[config.mk]
export PLATFORM = sky130hd
export DESIGN_NAME = registro_sumador_multicanal
export DESIGN_NICKNAME = d
export VERILOG_FILES = /design/src/rtl/registro_sumador_multicanal.sv
export SDC_FILE = /design/constraint.sdc
export NUM_CORES = 1
export LEC_CHECK = 0
export CORE_ASPECT_RATIO = 1.5
export CORE_MARGIN = 2
export CORE_UTILIZATION = 30
export CTS_CLUSTER_DIAMETER = 200
export DETAILED_ROUTE_END_ITERATION = 10
export GPL_TIMING_DRIVEN = 0
export PLACE_DENSITY = 0.58
export RECOVER_POWER = 100
export REMOVE_ABC_BUFFERS = 1
export SLEW_MARGIN = 40
export SYNTH_ARGS = -nofsm -noshare
export SYNTH_HDL_FRONTEND = slang
export SYNTH_SLANG_ARGS = --single-unit
[constraint.sdc]
create_clock -name clk -period 4.7 [get_ports clk]
set_input_delay 0.47 -clock clk [delete_from_list [all_inputs] [get_ports clk]]
set_output_delay 0.47 -clock clk [all_outputs]
set_load 0.005 [all_outputs]
[src/rtl/registro_sumador_multicanal.sv]
// rtl/registro_sumador_multicanal.sv - multi-channel step adder with per-channel base/limit and wrap or saturate.
// Saturate mode is selected by defining REGISTRO_SUMADOR_SATURACION_EN; the default build wraps to base.
module registro_sumador_multicanal #(
  parameter int BITS_DATOS = 18,
  parameter int BITS_PASO  = 8,
  parameter int CANALES    = 4
) (
  input  logic                            clk,
  input  logic                            reset,
  input  logic [CANALES-1:0]              guardar,
  input  logic [CANALES-1:0]              sumar,
  input  logic [CANALES*BITS_DATOS-1:0]   base,
  input  logic [CANALES*BITS_DATOS-1:0]   limite,
  input  logic [CANALES*BITS_PASO-1:0]    paso,
  output logic [CANALES*BITS_DATOS-1:0]   resultado,
  output logic [CANALES-1:0]              activo,
  output logic [CANALES-1:0]              vuelta
);

  typedef enum logic [1:0] {
    INACTIVO = 2'd0,
    CONTANDO = 2'd1,
    FIN      = 2'd2
  } estado_t;

  for (genvar i = 0; i < CANALES; i++) begin : g_canal
    estado_t                 estado;
    estado_t                 estado_sig;
    logic [BITS_DATOS-1:0]   res_reg;
    logic [BITS_DATOS-1:0]   base_reg;
    logic [BITS_DATOS-1:0]   lim_reg;
    logic [BITS_PASO-1:0]    paso_reg;
    logic                    vuelta_reg;
    logic [BITS_DATOS:0]     siguiente;
    logic                    cruce;
    logic                    avanza;
    logic                    activo_c;

    // One extra bit keeps the carry, so an overflowing sum always compares above the limit.
    assign siguiente = {1'b0, res_reg} + {{(BITS_DATOS + 1 - BITS_PASO){1'b0}}, paso_reg};
    assign cruce     = siguiente > {1'b0, lim_reg};
    assign avanza    = sumar[i] && !guardar[i] && (estado == CONTANDO);

    always_ff @(posedge clk or negedge reset) begin
      if (!reset) begin
        estado <= INACTIVO;
      end else begin
        estado <= estado_sig;
      end
    end

    always_comb begin
      estado_sig = estado;
      if (guardar[i]) begin
        estado_sig = CONTANDO;
      end else begin
        case (estado)
          CONTANDO: begin
`ifdef REGISTRO_SUMADOR_SATURACION_EN
            if (sumar[i] && cruce) estado_sig = FIN;
`endif
          end
          INACTIVO: estado_sig = INACTIVO;
          FIN:      estado_sig = FIN;
          default:  estado_sig = INACTIVO;
        endcase
      end
    end

    always_comb begin
      activo_c = 1'b0;
      if (estado == CONTANDO) activo_c = 1'b1;
    end

    always_ff @(posedge clk or negedge reset) begin
      if (!reset) begin
        res_reg    <= '0;
        base_reg   <= '0;
        lim_reg    <= '0;
        paso_reg   <= '0;
        vuelta_reg <= 1'b0;
      end else if (guardar[i]) begin
        res_reg    <= base[i*BITS_DATOS +: BITS_DATOS];
        base_reg   <= base[i*BITS_DATOS +: BITS_DATOS];
        lim_reg    <= limite[i*BITS_DATOS +: BITS_DATOS];
        paso_reg   <= paso[i*BITS_PASO +: BITS_PASO];
        vuelta_reg <= 1'b0;
      end else if (avanza) begin
        vuelta_reg <= cruce;
        if (!cruce) begin
          res_reg <= siguiente[BITS_DATOS-1:0];
        end else begin
`ifdef REGISTRO_SUMADOR_SATURACION_EN
          res_reg <= lim_reg;
`else
          res_reg <= base_reg;
`endif
        end
      end else begin
        vuelta_reg <= 1'b0;
      end
    end

    assign resultado[i*BITS_DATOS +: BITS_DATOS] = res_reg;
    assign activo[i] = activo_c;
    assign vuelta[i] = vuelta_reg;
  end

endmodule
==> reports/results.txt, run 1 <==
Status = complete, but fails checks
Failing checks = capacitance limit, slew limit
Seq/Total Area, Yosys = 45.1%
Slowest Stage Delay on Critical Path = 0.62 ns
H-tree Lvls = 1
Root Driver = clkbuf_16
Post-Syn Area = 14,400 µm²
Global placer's final weighted congestion = 0.864
Slew HR = -124%
CP Launch Type = register
Slew Limit Fails = 326
# rows = 98
Crit-path cells = ha_1 -> inv_1 -> fa_1 -> nor2b_1 -> o31a_1 -> o21ai_4 -> nor3b_1 -> xor2_1 -> ha_1 -> and4_1 -> nand4_1 -> nor3_1 -> o32a_1 -> o31a_2 -> mux2i_1 -> o21ai_0
Die Y = 272 µm
Number of synthesized register bits = 260
Multi-input logic area = 7270 µm²
Area delta synth->final = 29.4%
Layout cells sized above 1 = 10.7%
Kind of critical path = reg -> reg
Clk slew on worst S/H paths = 0.07 ns
Fin area = 18,700 µm²
Cell mode on critical path = ha_1
CP Capture Type = register
Post-DP Area = 17,800 µm²
Hold depth = 1
Clk_lat worst skew = 0.57 ns
Reg area = 6510 µm²
Die width = 183 µm
Total number of vias = 11,200
R2r worst-path depth = 16
WP data arrival = 4.80 ns
Largest net degree at the start of global routing = 72
Top_reg_cell synth = dfrtp_1
Max FO, Critical Path = 19
Vias in the first global route = 11,500
Post-Syn Area per Cell = 10.5 µm²
DPL Wire Length = 29.3 mm
Synth warnings = 0
Worst Skew = 0.0184 ns
Die ar. = 49,900 µm²
Initial Util = 30.3%
Max_cap viols = 7
Hold Path Class = reg -> reg
Power Density = 393 nW/µm²
Drt pass-1 iters = 4
Sink Count = 260
FFs w/ async S/R, synth = 100%
Buffers added on ports = 265
Max Buffers Root-to-Sink = 3
Total CTS buffers = 28
Antenna-violating nets left = 0
Maximum VDD drop = 242 µV
Leakage = 8.15 nW
First-pass GRT wire length = 61.5 mm
Post-synth EDFFs = 0
Final setup margin = 0.303 ns
Unrepaired setup endpoints after global routing = no
Netlist cell types = 61
Period Utilization, post-route = 93.6%
Fill cells = 4,684
Power after layout = 7.34 mW
Final setup violation count = 0
Detailed-route DRC error count = 0
Syn Inst Count = 1,378
Fmax = 227 MHz
Worst-margin pin slew = 3.36 ns
Req. time, crit path = 5.10 ns
Slowest-stage cell, CP = o31a_2
Total track usage = 15.3%
DR vias/cell = 4.97
Post-layout util = 39.2%
Core area = 47,600 µm²
# IOs = 266
Final worst path period need = 4.40 ns
Final Hold Viols = 0
CTS tree = built
Worst slack at placement = 0.216 ns
Routed len/inst = 17.4 µm
Final wirelength = 39.0 mm
Initial antenna violation count = 1
Global route overflow = 0
Iteration-0 DRC Markers = 439
Nets = 1,922
[synth_stat cells, drive strengths merged, types with 4 or more instances]
cell / instances / area, µm²
dfrtp: 260 / 6510
o21ai: 156 / 792
nand2: 108 / 405
ha: 104 / 1300
mux2: 104 / 1170
inv: 100 / 375
mux2i: 71 / 711
a21oi: 68 / 344
a22oi: 53 / 398
clkbuf: 45 / 169
nor2: 40 / 150
xnor2: 33 / 297
xor2: 25 / 219
o22ai: 21 / 131
nand3: 19 / 95.1
o21a: 18 / 135
buf: 17 / 148
a21o: 15 / 113
nand4: 14 / 87.6
a211oi: 12 / 95.1
nor2b: 11 / 76.3
and3: 8 / 50.1
nor3: 8 / 40.0
nor3b: 7 / 52.6
or2: 7 / 43.8
and4: 6 / 52.6
o211ai: 5 / 37.5
a32oi: 4 / 50.1
and2: 4 / 25.0
fa: 4 / 80.1
nand2b: 4 / 25.0
o31a: 4 / 35.0
o31ai: 4 / 48.8
[per-stage QoR]
stage           TNS, ns  std cells  hold slack, ns
2_1_floorplan         0       1316           0.174
3_5_place_dp          0       2194           0.412
3_3_place_gp   -2223.45       2181           0.404
6_report              0       2249           0.412
5_1_grt               0       2249           0.433
4_1_cts               0       2245           0.310
[cell usage in the layout (no fill, tap or decap), types with 25 or more instances in the layout]
cell | synthesis | final
a21oi_1 | 67 | 62
a22oi_1 | 53 | 53
clkbuf_16 | 0 | 29
clkdlybuf4s50_1 | 0 | 178
dfrtp_1 | 260 | 260
dlygate4sd3_1 | 0 | 83
ha_1 | 104 | 104
inv_1 | 100 | 100
mux2_2 | 104 | 104
mux2i_1 | 71 | 71
nand2_1 | 108 | 108
nor2_1 | 40 | 40
o21ai_0 | 114 | 147
xnor2_1 | 32 | 32
xor2_1 | 25 | 25
[routing by layer]
metal,track usage [%],wire length [µm],up-vias
met1,17.7,15600,5432
li1,-,-,5421
met4,5.60,1310,0
met2,28.7,20700,260
met5,0,0,-
met3,1.89,1440,70
[worst paths after layout]
check / start / endpoint / slack [ns]
max: g_canal[0].res_reg[0] / g_canal[0].res_reg[12] / 0.30
min: g_canal[1].estado[0] / g_canal[1].estado[1] / 0.41
max reg2reg: g_canal[0].res_reg[0] / g_canal[0].res_reg[12] / 0.30
min reg2reg: g_canal[1].estado[0] / g_canal[1].estado[1] / 0.41
max in group asynchronous: reset / g_canal[3].res_reg[7] / 1.19
min in group asynchronous: reset / g_canal[0].lim_reg[16] / 1.60
[worst max-delay path, delay by kind of cell (launching register included)]
family | cells | cell delay, ns
compound gates | 5 | 1.32
mux | 1 | 0.26
flops | 1 | 0.37
xor+xnor | 1 | 0.33
simple gates | 5 | 1.07
buf+inv | 1 | 0.07
fa+ha+maj | 3 | 0.81
[layout make-up]
type	instances	area share [%]
multi-input cells	956	39.0
flip-flops and latches	260	34.9
repair buffers	282	15.1
clock buffers	40	4.33
well taps	600	4.02
inverters	100	2.01
clock inverters	10	0.704
diodes	1	0.0134
[report_power, final]
part / internal (mW) / switching (mW) / leakage [nW] / total, mW
registers: 2.49 / 0.204 / 3.09 / 2.69
logic: 1.14 / 1.21 / 4.60 / 2.35
clock network: 1.35 / 0.945 / 0.461 / 2.30
[cells by family after synthesis]
logic type | Yosys count | synth area share (%)
flip-flops | 260 | 45.1
adder cells (fa/ha/maj) | 108 | 9.58
AND/OR/NAND/NOR | 241 | 7.92
buffers and inverters | 162 | 4.80
multiplexers | 175 | 13.1
XOR/XNOR | 58 | 3.58
AO/OA/AOI/OAI | 374 | 15.9
[timing repair]
item                       CTS  global route
hold endpoints to repair    54             0
resized for setup            0             1
setup endpoints to repair    0            14
hold buffers                 1             0
buffers inserted             0             3
No activity file was read; power rests on OpenSTA's default activity.
==> run 2, diff against run 1 <==
Settings changed: CORE_MARGIN 2 to 5, CTS_BUF_LIST from default to sky130_fd_sc_hd__clkbuf_16, PLACE_DENSITY 0.58 to 0.6.
Clock period 4.7 ns to 3.98 ns, I/O delays scaled along.
==> run 2 against run 1 <==
Effect of this change: the run still ends with capacitance limit, slew limit left; worst setup slack got worse by 0.20 ns; register-to-register slack worse by 0.20 ns; critical path depth rose by 3; design area grew 3.8%; core utilization rose by 1.5 points; highest routed layer unchanged; first-iteration DRC count down 9.1%; sequential cell count did not move; largest cell class unchanged; die area grew 5.6%; non-clock buffer count grew 42; critical endpoint is now g_canal[3].res_reg[14]; maximum frequency grew 14%; via count grew 3.1%; global-route usage is 0.39 points lower.
==> reports/results.txt, run 2 (synthesized netlist as in run 1, its figures left out) <==
Status = complete, but fails checks
Failing checks = capacitance limit, slew limit
Final worst path period need = 3.87 ns
Final setup margin = 0.107 ns
Slew Limit Fails = 152
H-tree Lvls = 1
Leakage = 8.50 nW
Worst-margin pin slew = 2.01 ns
Commonest non-fill, non-tap cells in the layout = dfrtp_1 (260), clkdlybuf4s50_1 (187), o21ai_0 (110), nand2_1 (106)
Maximum VDD drop = 296 µV
N_diodes = 0
Total CTS buffers = 29
Antenna-violating nets left = 0
Die Y = 278 µm
Period Utilization, post-route = 97.3%
Final wirelength = 41.0 mm
Die width = 189 µm
Unrepaired setup endpoints after global routing = yes
Final Hold Viols = 0
Reg area = 6510 µm²
Global route overflow = 0
Detailed-route DRC error count = 0
Worst Skew = 0.0152 ns
Sink Count = 260
Kind of critical path = reg -> reg
Initial antenna violation count = 0
Hold Path Class = in -> async
Root Driver = clkbuf_16
Worst slack at placement = -0.674 ns
R2r worst-path depth = 19
Global placer's final weighted congestion = 0.799
Layout cells sized above 1 = 16.2%
Iteration-0 DRC Markers = 399
Nets = 1,965
CP Launch Type = register
Power Density = 465 nW/µm²
# IOs = 266
Commonest non-fill, non-tap cell in the layout = dfrtp_1
Routed len/inst = 17.9 µm
Post-layout util = 40.7%
Largest net degree at the start of global routing = 72
Final setup violation count = 0
Max FO, Critical Path = 8
Initial Util = 30.3%
DR vias/cell = 5.04
Max_cap viols = 3
Buffers added on ports = 265
Die ar. = 52,600 µm²
WP data arrival = 4.29 ns
DPL Wire Length = 30.7 mm
# rows = 98
Req. time, crit path = 4.40 ns
Vias in the first global route = 12,100
Fill cells = 4,609
Max Buffers Root-to-Sink = 3
Multi-input logic area = 7640 µm²
Total track usage = 14.9%
Drt pass-1 iters = 4
CTS tree = built
Fmax = 258 MHz
Clk_lat worst skew = 0.55 ns
Slew HR = -34.3%
Core area = 47,600 µm²
CP Capture Type = register
First-pass GRT wire length = 64.8 mm
Clk slew on worst S/H paths = 0.06 ns
Total number of vias = 11,500
Area delta synth->final = 34.4%
-- run 2: cell types whose count changed in the layout (fill, tap and decap cells not counted), moves of 6 or more --
cell / previous run / this run
ha_1: 104 / 97
buf_4: 2 / 40
clkdlybuf4s50_1: 178 / 187
o21ai_0: 147 / 110
clkbuf_1: 19 / 6
dlygate4sd3_1: 83 / 74
a211oi_1: 11 / 5
buf_12: 0 / 9
o21ai_1: 7 / 43
-- run 2: path summary, 6_finish.rpt --
path / start / endpoint / slack, ns
max in group asynchronous: reset / g_canal[2].paso_reg[5] / 0.63
setup reg to reg: g_canal[3].paso_reg[0] / g_canal[3].res_reg[14] / 0.11
min in group clk: limite[56] / g_canal[3].lim_reg[2] / 0.41
setup / recovery: g_canal[3].paso_reg[0] / g_canal[3].res_reg[14] / 0.11
hold / removal: reset / g_canal[0].lim_reg[16] / 0.15
hold reg to reg: g_canal[2].estado[0] / g_canal[2].estado[1] / 0.42
-- run 2: cell type report --
class	count	area share, %
repair buffers	324	16.5
flip-flops and latches	260	33.6
clock buffers	29	3.75
inverters	100	1.94
clock inverters	20	0.950
well taps	600	3.88
multi-input cells	956	39.4
-- run 2: per-layer routing --
metal  vias to the layer above  share of wire [%]  GRT usage, %
met5                         -                  0             0
met4                         0                3.5          5.46
met3                        85                4.7          2.37
met2                       276                 53          27.6
met1                      5664                 39          17.3
li1                       5510                  -             -
-- run 2: critical path: stages (launching register included) --
cell      delay [ns]
dfrtp_1         0.35
ha_2            0.19
inv_2           0.04
fa_2            0.36
nor2b_4         0.13
o31a_1          0.21
o31ai_4         0.08
buf_12          0.15
a211oi_4        0.23
xor2_1          0.23
ha_1            0.30
a21oi_2         0.16
o21ai_2         0.07
a221oi_2        0.27
o211ai_1        0.17
a32oi_4         0.21
buf_6           0.15
buf_12          0.13
mux2i_1         0.20
a21oi_1         0.09
-- run 2: power breakdown --
part | switching [mW] | internal [mW] | leakage, nW
logic | 1.59 | 1.59 | 4.95
registers | 0.247 | 2.94 | 3.09
clock network | 1.12 | 1.51 | 0.461
total | 2.96 | 6.04 | 8.50
-- run 2: repair_timing --
item,4_1_cts,5_1_grt
setup buffers,24,21
hold buffers,1,0
cloned,0,1
endpoints found under the hold margin,70,0
resized for setup,29,46
pin swaps,22,31
setup endpoints to repair,74,74
-- run 2: stage by stage --
step	std cells	area, µm²	TNS [ns]	hold slack [ns]	total power, mW
3_3_place_gp	2181	17500	-2407.56	0.404	6.00
6_report	2289	19400	0	0.150	9.00
3_5_place_dp	2196	17800	-25.04	0.174	6.10
5_1_grt	2289	19400	-1.98	0.148	9.58
2_1_floorplan	1316	14100	-13.93	0.102	4.91
4_1_cts	2268	19100	-0.0112	0.170	8.98
==> run 3, diff against run 2 <==
Settings changed: ABC_AREA from default to 1, CORE_MARGIN 5 to default, PLACE_DENSITY 0.6 to 0.59.
==> run 3 against run 2 <==
Effect of this change: largest cell class unchanged; sequential power up 4%; the run still ends with capacitance limit, slew limit left; final cell count increased by 37%; via count increased by 29%; core utilization is 2.1 points lower; global-route usage increased by 2.6 points; critical endpoint is now g_canal[1].res_reg[0]; worst setup slack improved by 0.14 ns; largest power group is now combinational logic.
==> reports/results.txt, run 3 <==
Initial Util = 30.3%
Commonest non-fill, non-tap cells in the layout = nand2_1 (571), inv_1 (341), dfrtp_1 (260), clkdlybuf4s50_1 (184), nand3_1 (178)
Final Hold Viols = 0
Slowest Stage Delay on Critical Path = 0.40 ns
DPL Wire Length = 36.0 mm
Syn Inst Count = 2,178
Vias in the first global route = 15,200
Worst Setup SP = g_canal[1].res_reg[0]
FFs w/ async S/R, synth = 100%
Slew Limit Fails = 270
Iteration-0 DRC Markers = 779
Cell mode on critical path = nand2_1
# rows = 104
R2r worst-path depth = 28
Hold Path Class = in -> reg
Commonest non-fill, non-tap cell in the layout = nand2_1
Req. time, crit path = 4.47 ns
Detailed-route DRC error count = 0
Commonest cells in the netlist = nand2_1 (578), inv_1 (335), dfrtp_1 (260)
Post-layout util = 38.6%
Post-Syn Area = 16,200 µm²
Reg area = 6510 µm²
Reg-to-Reg End = g_canal[1].res_reg[0]
Kind of critical path = reg -> reg
Antenna-violating nets left = 0
Total track usage = 17.6%
Netlist cell types = 44
Seq/Total Area, Yosys = 40.2%
Hold depth = 3
Share of the synthesized area in the top cell type = 40.2%
Slew HR = -64.4%
Period Utilization, post-route = 93.7%
Worst Hold End = g_canal[3].paso_reg[2]
Drt pass-1 iters = 5
Failing checks = capacitance limit, slew limit
Power Density = 514 nW/µm²
Post-Syn Area per Cell = 7.44 µm²
Final setup violation count = 0
First-pass GRT wire length = 78.0 mm
HP Start = guardar[3]
Worst R2R Start = g_canal[1].res_reg[0]
Final wirelength = 49.0 mm
Yosys top cell by area = dfrtp_1
Leakage = 10.3 nW
Maximum VDD drop = 413 µV
H-tree Lvls = 1
Die ar. = 55,000 µm²
Worst-margin pin slew = 2.47 ns
WP data arrival = 4.22 ns
DR vias/cell = 4.76
Top_reg_cell synth = dfrtp_1
Multi-input logic area = 8180 µm²
Layout cells sized above 1 = 5.91%
Synth warnings = 0
Slowest-stage cell, CP = fa_1
Root Driver = clkbuf_16
Max Buffers Root-to-Sink = 3
Count leader, synth = nand2_1
Max_cap viols = 5
Fill cells = 5,576
Number of synthesized register bits = 260
Fmax = 268 MHz
Status = complete, but fails checks
CP Launch Type = register
Global placer's final weighted congestion = 0.865
Area delta synth->final = 27.4%
Sink Count = 260
Core area = 53,500 µm²
Buffers added on ports = 265
Clk slew on worst S/H paths = 0.06 ns
Largest net degree at the start of global routing = 73
Initial antenna violation count = 1
Global route overflow = 0
Nets = 2,709
Die width = 192 µm
CP Capture Type = register
Worst Skew = 0.00994 ns
Max FO, Critical Path = 18
Die Y = 287 µm
Routed len/inst = 15.7 µm
Total number of vias = 14,900
Clk_lat worst skew = 0.57 ns
Unrepaired setup endpoints after global routing = yes
Post-synth EDFFs = 0
Final worst path period need = 3.73 ns
Power after layout = 10.6 mW
Total CTS buffers = 29
Dominant cells by area after synthesis = dfrtp_1 (40%), nand2_1 (13%), ha_1 (8.0%), inv_1 (7.8%), nand3_1 (5.5%)
# IOs = 266
Reg2reg setup slack = 0.25 ns
CTS tree = built
==> run 3: logic make-up after synthesis <==
family | count (synthesis) | synth area share [%]
adders and majority gates | 108 | 8.52
buffers and inverters | 426 | 10.7
DFF | 260 | 40.2
AOI/OAI and AO/OA | 363 | 11.9
and+or+nand+nor | 976 | 26.3
xor gates and xnor gates | 45 | 2.43
==> run 3: cell type report <==
cell class / instances / area share [%]
Inverter: 344 / 6.25
Clock inverter: 24 / 1.27
Multi-Input combinational cell: 1495 / 39.6
Sequential cell: 260 / 31.5
Timing Repair Buffer: 285 / 13.6
Antenna cell: 1 / 0.0121
Tap cell: 689 / 4.18
Clock buffer: 29 / 3.52
==> run 3: how the worst max path moves through the flow <==
stage | cells after the start | to | slack, ns
after floorplan | 22 | g_canal[2].res_reg[11] | 0.65
final | 28 | g_canal[1].res_reg[0] | 0.25
after detailed placement | 24 | g_canal[1].res_reg[0] | -0.18
after CTS | 27 | g_canal[1].res_reg[0] | 0.02
after global routing | 28 | g_canal[1].res_reg[0] | -0.03
after global placement | 1 | g_canal[1].lim_reg[5] | -8.95
==> run 3: power breakdown <==
group          leakage, nW  internal, mW  switching, mW
combinational         6.69          1.78           2.64
clock                0.510          1.70           1.16
sequential            3.12          2.99          0.331
==> run 3: what timing repair did <==
action | in CTS | in global routing
setup buffers | 0 | 11
gates resized for setup | 7 | 22
endpoints found under the setup margin | 74 | 76
hold endpoints to repair | 76 | 0
hold buffers | 1 | 0
gates cloned | 0 | 3
pin swaps | 0 | 7
==> run 3: critical path, delay by kind of cell (launching register included) <==
kind,cells,cell delay [ns]
AOI/OAI and AO/OA,1,0.15
adders and majority gates,3,0.91
buffers and inverters,4,0.21
DFF,1,0.39
and+or+nand+nor,20,1.98
==> run 3: per-stage QoR <==
stage	cells	cell area (µm²)	hold WS, ns	setup WS, ns	setup TNS (ns)
global placement	3050	19300	0.412	-8.95	-2524.29
global route	3127	20600	0.231	-0.0262	-0.0693
finish	3127	20600	0.233	0.251	0
CTS	3112	20500	0.198	0.0242	0
detailed placement	3058	19500	0.276	-0.176	-4.87
floorplan	2096	15800	0.102	0.645	0
==> run 3: routing by layer <==
metal / global-route usage, % / vias to the layer above / routed length, µm
met5: 0 / - / 0
met1: 20.0 / 7087 / 19600
li1: - / 7409 / -
met3: 2.57 / 57 / 2300
met4: 5.24 / 0 / 1160
met2: 33.1 / 340 / 26000
==> edit 1 (settings of run 1) <==
Set the parameter `BITS_DATOS` to 9 (it was 18).
--- a/src/rtl/registro_sumador_multicanal.sv
+++ b/src/rtl/registro_sumador_multicanal.sv
@@ -3,3 +3,3 @@
 module registro_sumador_multicanal #(
-  parameter int BITS_DATOS = 18,
+  parameter int BITS_DATOS = 9,
   parameter int BITS_PASO  = 8,
Ports: changed (resized base, limite and resultado); port bits go from 266 to 158. The function was not compared with the original's and may differ.
==> edit 1 against run 1 <==
- the flow still finishes with violations (max-capacitance violations, max-slew violations)
- non-clock buffer count shrank 116
- sequential cell count decreased by 108
- setup slack better by 430 ps
- synthesized area decreased by 41%
- clock power decreased by 41%
- total power is 18% lower
- combinational power is 26% higher
- hold slack improved by 3.9 ps
- final area decreased by 41%
- routed wire length decreased by 48%
- global-route usage fell by 1.0 points
- clock skew decreased by 11 ps
- critical path type unchanged
- critical endpoint is now g_canal[3].res_reg[2]$_DFFE_PN0P_
- highest routed layer unchanged
==> edit 1: results (changes against run 1) <==
stage,metric,value,unit,change
setup_path,Worst R2R Path Depth,13,,-3
logic_synthesis,post-synthesis sequential area ratio,0.448,,-0.00370
finish,diodes inserted,0,,-1
clock_network,CTS max path bufs,2,,-1
logic_synthesis,ys flop type,dfrtp_1,,
status,failing checks,"max-capacitance violations, max-slew violations",,
job,MaxCap Viol Count,3,,-4
min_path,Worst Hold Path EP,g_canal[2].estado[1]$_DFFE_PN0P_,,
logic_synthesis,Avg Inst Size Synth,10.8,um^2,+2.8%
detailed_routing,WL/cell,15.7,um,-9.4%
clock_network,htree depth,4,,+3
global_routing,vias in the first global route,6759,,-41%
placed_design,pre-CTS setup slack,833,ps,+617 ps
global_routing,largest net degree at the start of global routing,71,,-1.4%
power_and_ir_drop,Clock Power Share,0.225,,-0.088
logic_synthesis,largest cells by area after synthesis,"dfrtp_1 45%, mux2_2 10%, ha_1 10%",,
min_path,Hold Path Class,register to register,,
setup_path,worst reg2reg startpoint,g_canal[3].res_reg[0]$_DFFE_PN0P_,,
placed_design,port bufs,157,,-41%
logic_synthesis,Synth top cells by count,"152 x dfrtp_1, 77 x mux2_2, 68 x ha_1, 68 x o21ai_0, 57 x nand2_1",,
clock_network,CTS Buf Count,17,,-39%
status,status,"complete, but fails checks",,
setup_path,crit-path leading delay family,compound AO/OA/AOI/OAI gates,,
setup_path,slowest CP cell,o211ai_1,,
sta,worst slew pin tran,2130,ps,-1230 ps
global_routing,total track usage,0.143,,-0.0104
placed_design,GPL Wtd Cong,0.726,,-16%
sta,clk_skew,7.32,ps,-11.1 ps
global_routing,initial antenna violation count,0,,-1
power_and_ir_drop,Seq power,1.69,mW,-37%
detailed_routing,routed via count,6340,,-43%
setup_path,flop-to-flop setup slack,730,ps,+430 ps
clock_network,"Hold-fix buffers, CTS",1,,unchanged
power_and_ir_drop,internal power,3.73,mW,-25%
clock_network,post-CTS setup buffers,0,,unchanged
clock_network,post_cts resized,0,,unchanged
global_routing,first-pass GRT wire length,33800,um,-45%
sta,Hold Worst Slack,416,ps,+3.87 ps
logic_synthesis,Post-synth EDFFs,0,,unchanged
detailed_routing,Iter 0 DRT Violations,208,,-53%
power_and_ir_drop,Leak,4.72,nW,-42%
detailed_routing,vias per cell,4.88,,-1.8%
finish,Final nets,1126,,-41%
setup_path,crit path max fanout,10,,-9
power_and_ir_drop,VDD IR-drop max,0.000285,V,+18%
power_and_ir_drop,P per Cell Area,550,nW/um^2,+40%
sta,Final Max Tran Viols,187,,-43%
setup_path,critical path's largest stage delay,480,ps,-140 ps
setup_path,Reg2Reg Capture Point,g_canal[3].res_reg[2]$_DFFE_PN0P_,,
setup_path,worst path arrival time,4300,ps,-500 ps
placed_design,HPWL after DPL,15400,um,-47%
min_path,critical hold path startpoint,g_canal[2].estado[0]$_DFFE_PN0P_,,
min_path,worst hold stages,1,,unchanged
logic_synthesis,Netlist cell types,57,,-6.6%
logic_synthesis,asr flop ratio synth,1.00,,unchanged
placed_design,dpl cell area,10500,um^2,-41%
finish,ratio of cells with drive above 1 in the final layout,0.135,,+0.0280
clock_network,Clock Latency Late Sink,440,ps,-130 ps
edit 1: how the worst max path moves through the flow:
stage	from	endpoint	slack, ps	depth (start not counted)
global placement	reset	g_canal[0].base_reg[0]$_DFFE_PN0P_	-3420	1
CTS	g_canal[2].res_reg[0]$_DFFE_PN0P_	g_canal[2].res_reg[2]$_DFFE_PN0P_	810	11
global route	g_canal[3].res_reg[0]$_DFFE_PN0P_	g_canal[3].res_reg[2]$_DFFE_PN0P_	380	13
detailed placement	g_canal[2].res_reg[0]$_DFFE_PN0P_	g_canal[2].res_reg[2]$_DFFE_PN0P_	830	11
floorplan	g_canal[2].res_reg[0]$_DFFE_PN0P_	g_canal[2].res_reg[2]$_DFFE_PN0P_	1130	11
finish	g_canal[3].res_reg[0]$_DFFE_PN0P_	g_canal[3].res_reg[2]$_DFFE_PN0P_	730	13
edit 1: final cells by class:
| class | count | area [um^2] |
|---|---|---|
| sequential | 152 | 3800 |
| clock buffer | 20 | 457 |
| inverter | 55 | 206 |
| timing repair buffer | 166 | 1580 |
| multi-input combinational | 548 | 4310 |
| fill | 2797 | 17100 |
| tap | 346 | 433 |
| clock inverter | 12 | 119 |
edit 1: layer usage:
layer  GRT usage  vias up  share of wire
met5           0        -              0
met4      0.0645        0          0.023
met3      0.0220       26          0.031
met2       0.258      129           0.53
met1       0.165     3048           0.42
li1            -     3137              -
edit 1: cell families (layout without fill, tap and decap cells):
| group | Yosys count | after routing | share of synthesized area |
|---|---|---|---|
| DFF | 152 | 152 | 0.448 |
| xor gates and xnor gates | 24 | 24 | 0.0247 |
| AOI/OAI and AO/OA | 176 | 176 | 0.139 |
| buffers and inverters | 90 | 253 | 0.0468 |
| and+or+nand+nor | 171 | 171 | 0.0976 |
| adders and majority gates | 72 | 72 | 0.110 |
| muxes | 105 | 105 | 0.135 |
==> edit 2 (settings of run 1) <==
Made on the original files. Encoding of `estado_t`: now one-hot (3 bits for 3 values).
--- a/src/rtl/registro_sumador_multicanal.sv
+++ b/src/rtl/registro_sumador_multicanal.sv
@@ -19,6 +19,6 @@
 
-  typedef enum logic [1:0] {
-    INACTIVO = 2'd0,
-    CONTANDO = 2'd1,
-    FIN      = 2'd2
+  typedef enum logic [2:0] {
+    INACTIVO = 3'b001,
+    CONTANDO = 3'b010,
+    FIN      = 3'b100
   } estado_t;
Function: same outputs for any inputs over 4 cycles, from zero or initial values and one cycle with reset low; so few cycles prove little.
==> edit 2 against run 1 <==
- the run still ends with max-capacitance violations, max-slew violations left
- critical path depth rose by 1
- routed wire length rose by 5.9%
- sequential cell count is 4 higher
- combinational power is 11% higher
- synthesized area up 1.7%
- total power grew 5.3%
- via count rose by 3.6%
- count of clock-buffer cells in the layout rose by 4
- final area increased by 2.8%
- setup slack got worse by 35 ps
- cell count rose by 4.6%
- critical endpoint is now g_canal[1].res_reg[16]$_DFFE_PN0P_
- largest power group unchanged
- highest routed layer unchanged
==> edit 2: results (changes against run 1) <==
stage,metric,value,unit,change
power_and_ir_drop,internal power,5.15,mW,+3.5%
power_and_ir_drop,Leak,8.32,nW,+2.0%
sta,Final Max Tran Viols,289,,-11%
logic_synthesis,Netlist cell types,70,,+15%
placed_design,HPWL after DPL,31100,um,+6.1%
global_routing,GR Util met2,0.306,,+0.0185
detailed_routing,WL/cell,17.6,um,+1.2%
detailed_routing,Iter 0 DRT Violations,396,,-9.8%
logic_synthesis,Synth top cells by count,"260 x dfrtp_1, 158 x o21ai_0, 107 x nand2_1",,
setup_path,Worst R2R Path Depth,17,,+1
job,MaxCap Viol Count,6,,-1
sta,worst slew pin tran,3400,ps,+34.1 ps
setup_path,crit path max fanout,11,,-8
power_and_ir_drop,Reg power frac,0.359,,-0.007
placed_design,GPL Wtd Cong,0.820,,-5.1%
logic_synthesis,largest cells by area after synthesis,"dfrtp_1 44%, ha_1 8.9%, mux2_2 7.9%",,
status,status,"complete, but fails checks",,
finish,Final nets,1967,,+2.3%
global_routing,first-pass GRT wire length,64700,um,+5.2%
detailed_routing,WL met1,16100,um,+3.0%
detailed_routing,vias per cell,4.93,,-0.89%
global_routing,met3 usage,0.0234,,+0.00458
status,failing checks,"max-capacitance violations, max-slew violations",,
finish,ratio of cells with drive above 1 in the final layout,0.120,,+0.0123
sta,clk_skew,23.9,ps,+5.49 ps
clock_network,post-CTS setup buffers,2,,+2
[edit 2: changes by cell type in the layout (fill, tap and decap cells not counted), sizes merged, moves of 8 or more]
cell          run 1  this run
o21a             18         8
o22ai            21         3
buf               7        20
a21oi            68        53
nor2             40        56
nand3            19        38
a21o             15         7
mux2i            71        63
o21ai           156       164
a22oi            53        61
[edit 2: path summary, 6_finish.rpt]
| check | slack [ps] | from | to |
|---|---|---|---|
| worst max-delay path | 270 | g_canal[1].res_reg[0]$_DFFE_PN0P_ | g_canal[1].res_reg[16]$_DFFE_PN0P_ |
| worst min-delay path | 240 | reset | g_canal[1].paso_reg[2]$_DFFE_PN0P_ |
| worst max register to register | 270 | g_canal[1].res_reg[0]$_DFFE_PN0P_ | g_canal[1].res_reg[16]$_DFFE_PN0P_ |
| worst min register to register | 470 | g_canal[1].estado[1]$_DFFE_PN0P_ | g_canal[1].estado[2]$_DFFE_PN0P_ |
| max in group asynchronous | 790 | reset | g_canal[0].res_reg[12]$_DFFE_PN0P_ |
| min in group clk | 360 | guardar[1] | g_canal[1].estado[0]$_DFFE_PN1P_ |
[edit 2: through the flow]
step           TNS (ps)  total power, mW  cells   util  cell area [um^2]
6_report              0             7.73   2352  0.396             19200
5_1_grt            -118             8.24   2352  0.396             19200
4_1_cts               0             7.85   2345  0.396             19200
3_5_place_dp       -843             5.45   2288  0.375             18200
3_3_place_gp   -2295420             5.34   2273  0.368             17800
2_1_floorplan         0             4.33   1352      -             14300
[edit 2: worst max-delay path, delay by kind of cell (launching register included)]
kind                     cells  cell delay (ps)
AO/OA/AOI/OAI                5              960
XOR/XNOR                     1              180
adder cells (fa/ha/maj)      3              940
buffers and inverters        2              230
flip-flops                   1              380
multiplexers                 1              280
AND/OR/NAND/NOR              5             1300
[edit 2: area by class of cell]
type / count / area (um^2) / share of cell area
timing repair buffer: 290 / 2940 / 0.153
inverter: 104 / 390 / 0.0204
tap: 656 / 821 / 0.0428
clock inverter: 10 / 119 / 0.00620
clock buffer: 44 / 842 / 0.0439
multi-input combinational: 984 / 7450 / 0.389
sequential: 264 / 6610 / 0.345
[edit 2: cell families after synthesis]
| group | count (synthesis) | share of synthesized area |
|---|---|---|
| muxes | 166 | 0.122 |
| and+or+nand+nor | 286 | 0.0927 |
| DFF | 264 | 0.451 |
| AOI/OAI and AO/OA | 364 | 0.156 |
| adders and majority gates | 108 | 0.0943 |
| buffers and inverters | 166 | 0.0482 |
| xor gates and xnor gates | 60 | 0.0359 |
[edit 2: power by group through the flow]
stage / clock network [mW] / registers (mW) / logic (mW)
finish: 2.33 / 2.77 / 2.62
CTS: 2.42 / 2.78 / 2.66
global route: 2.50 / 2.81 / 2.94
global placement: 0 / 2.82 / 2.52
detailed placement: 0 / 2.82 / 2.63
floorplan: 0 / 2.75 / 1.58
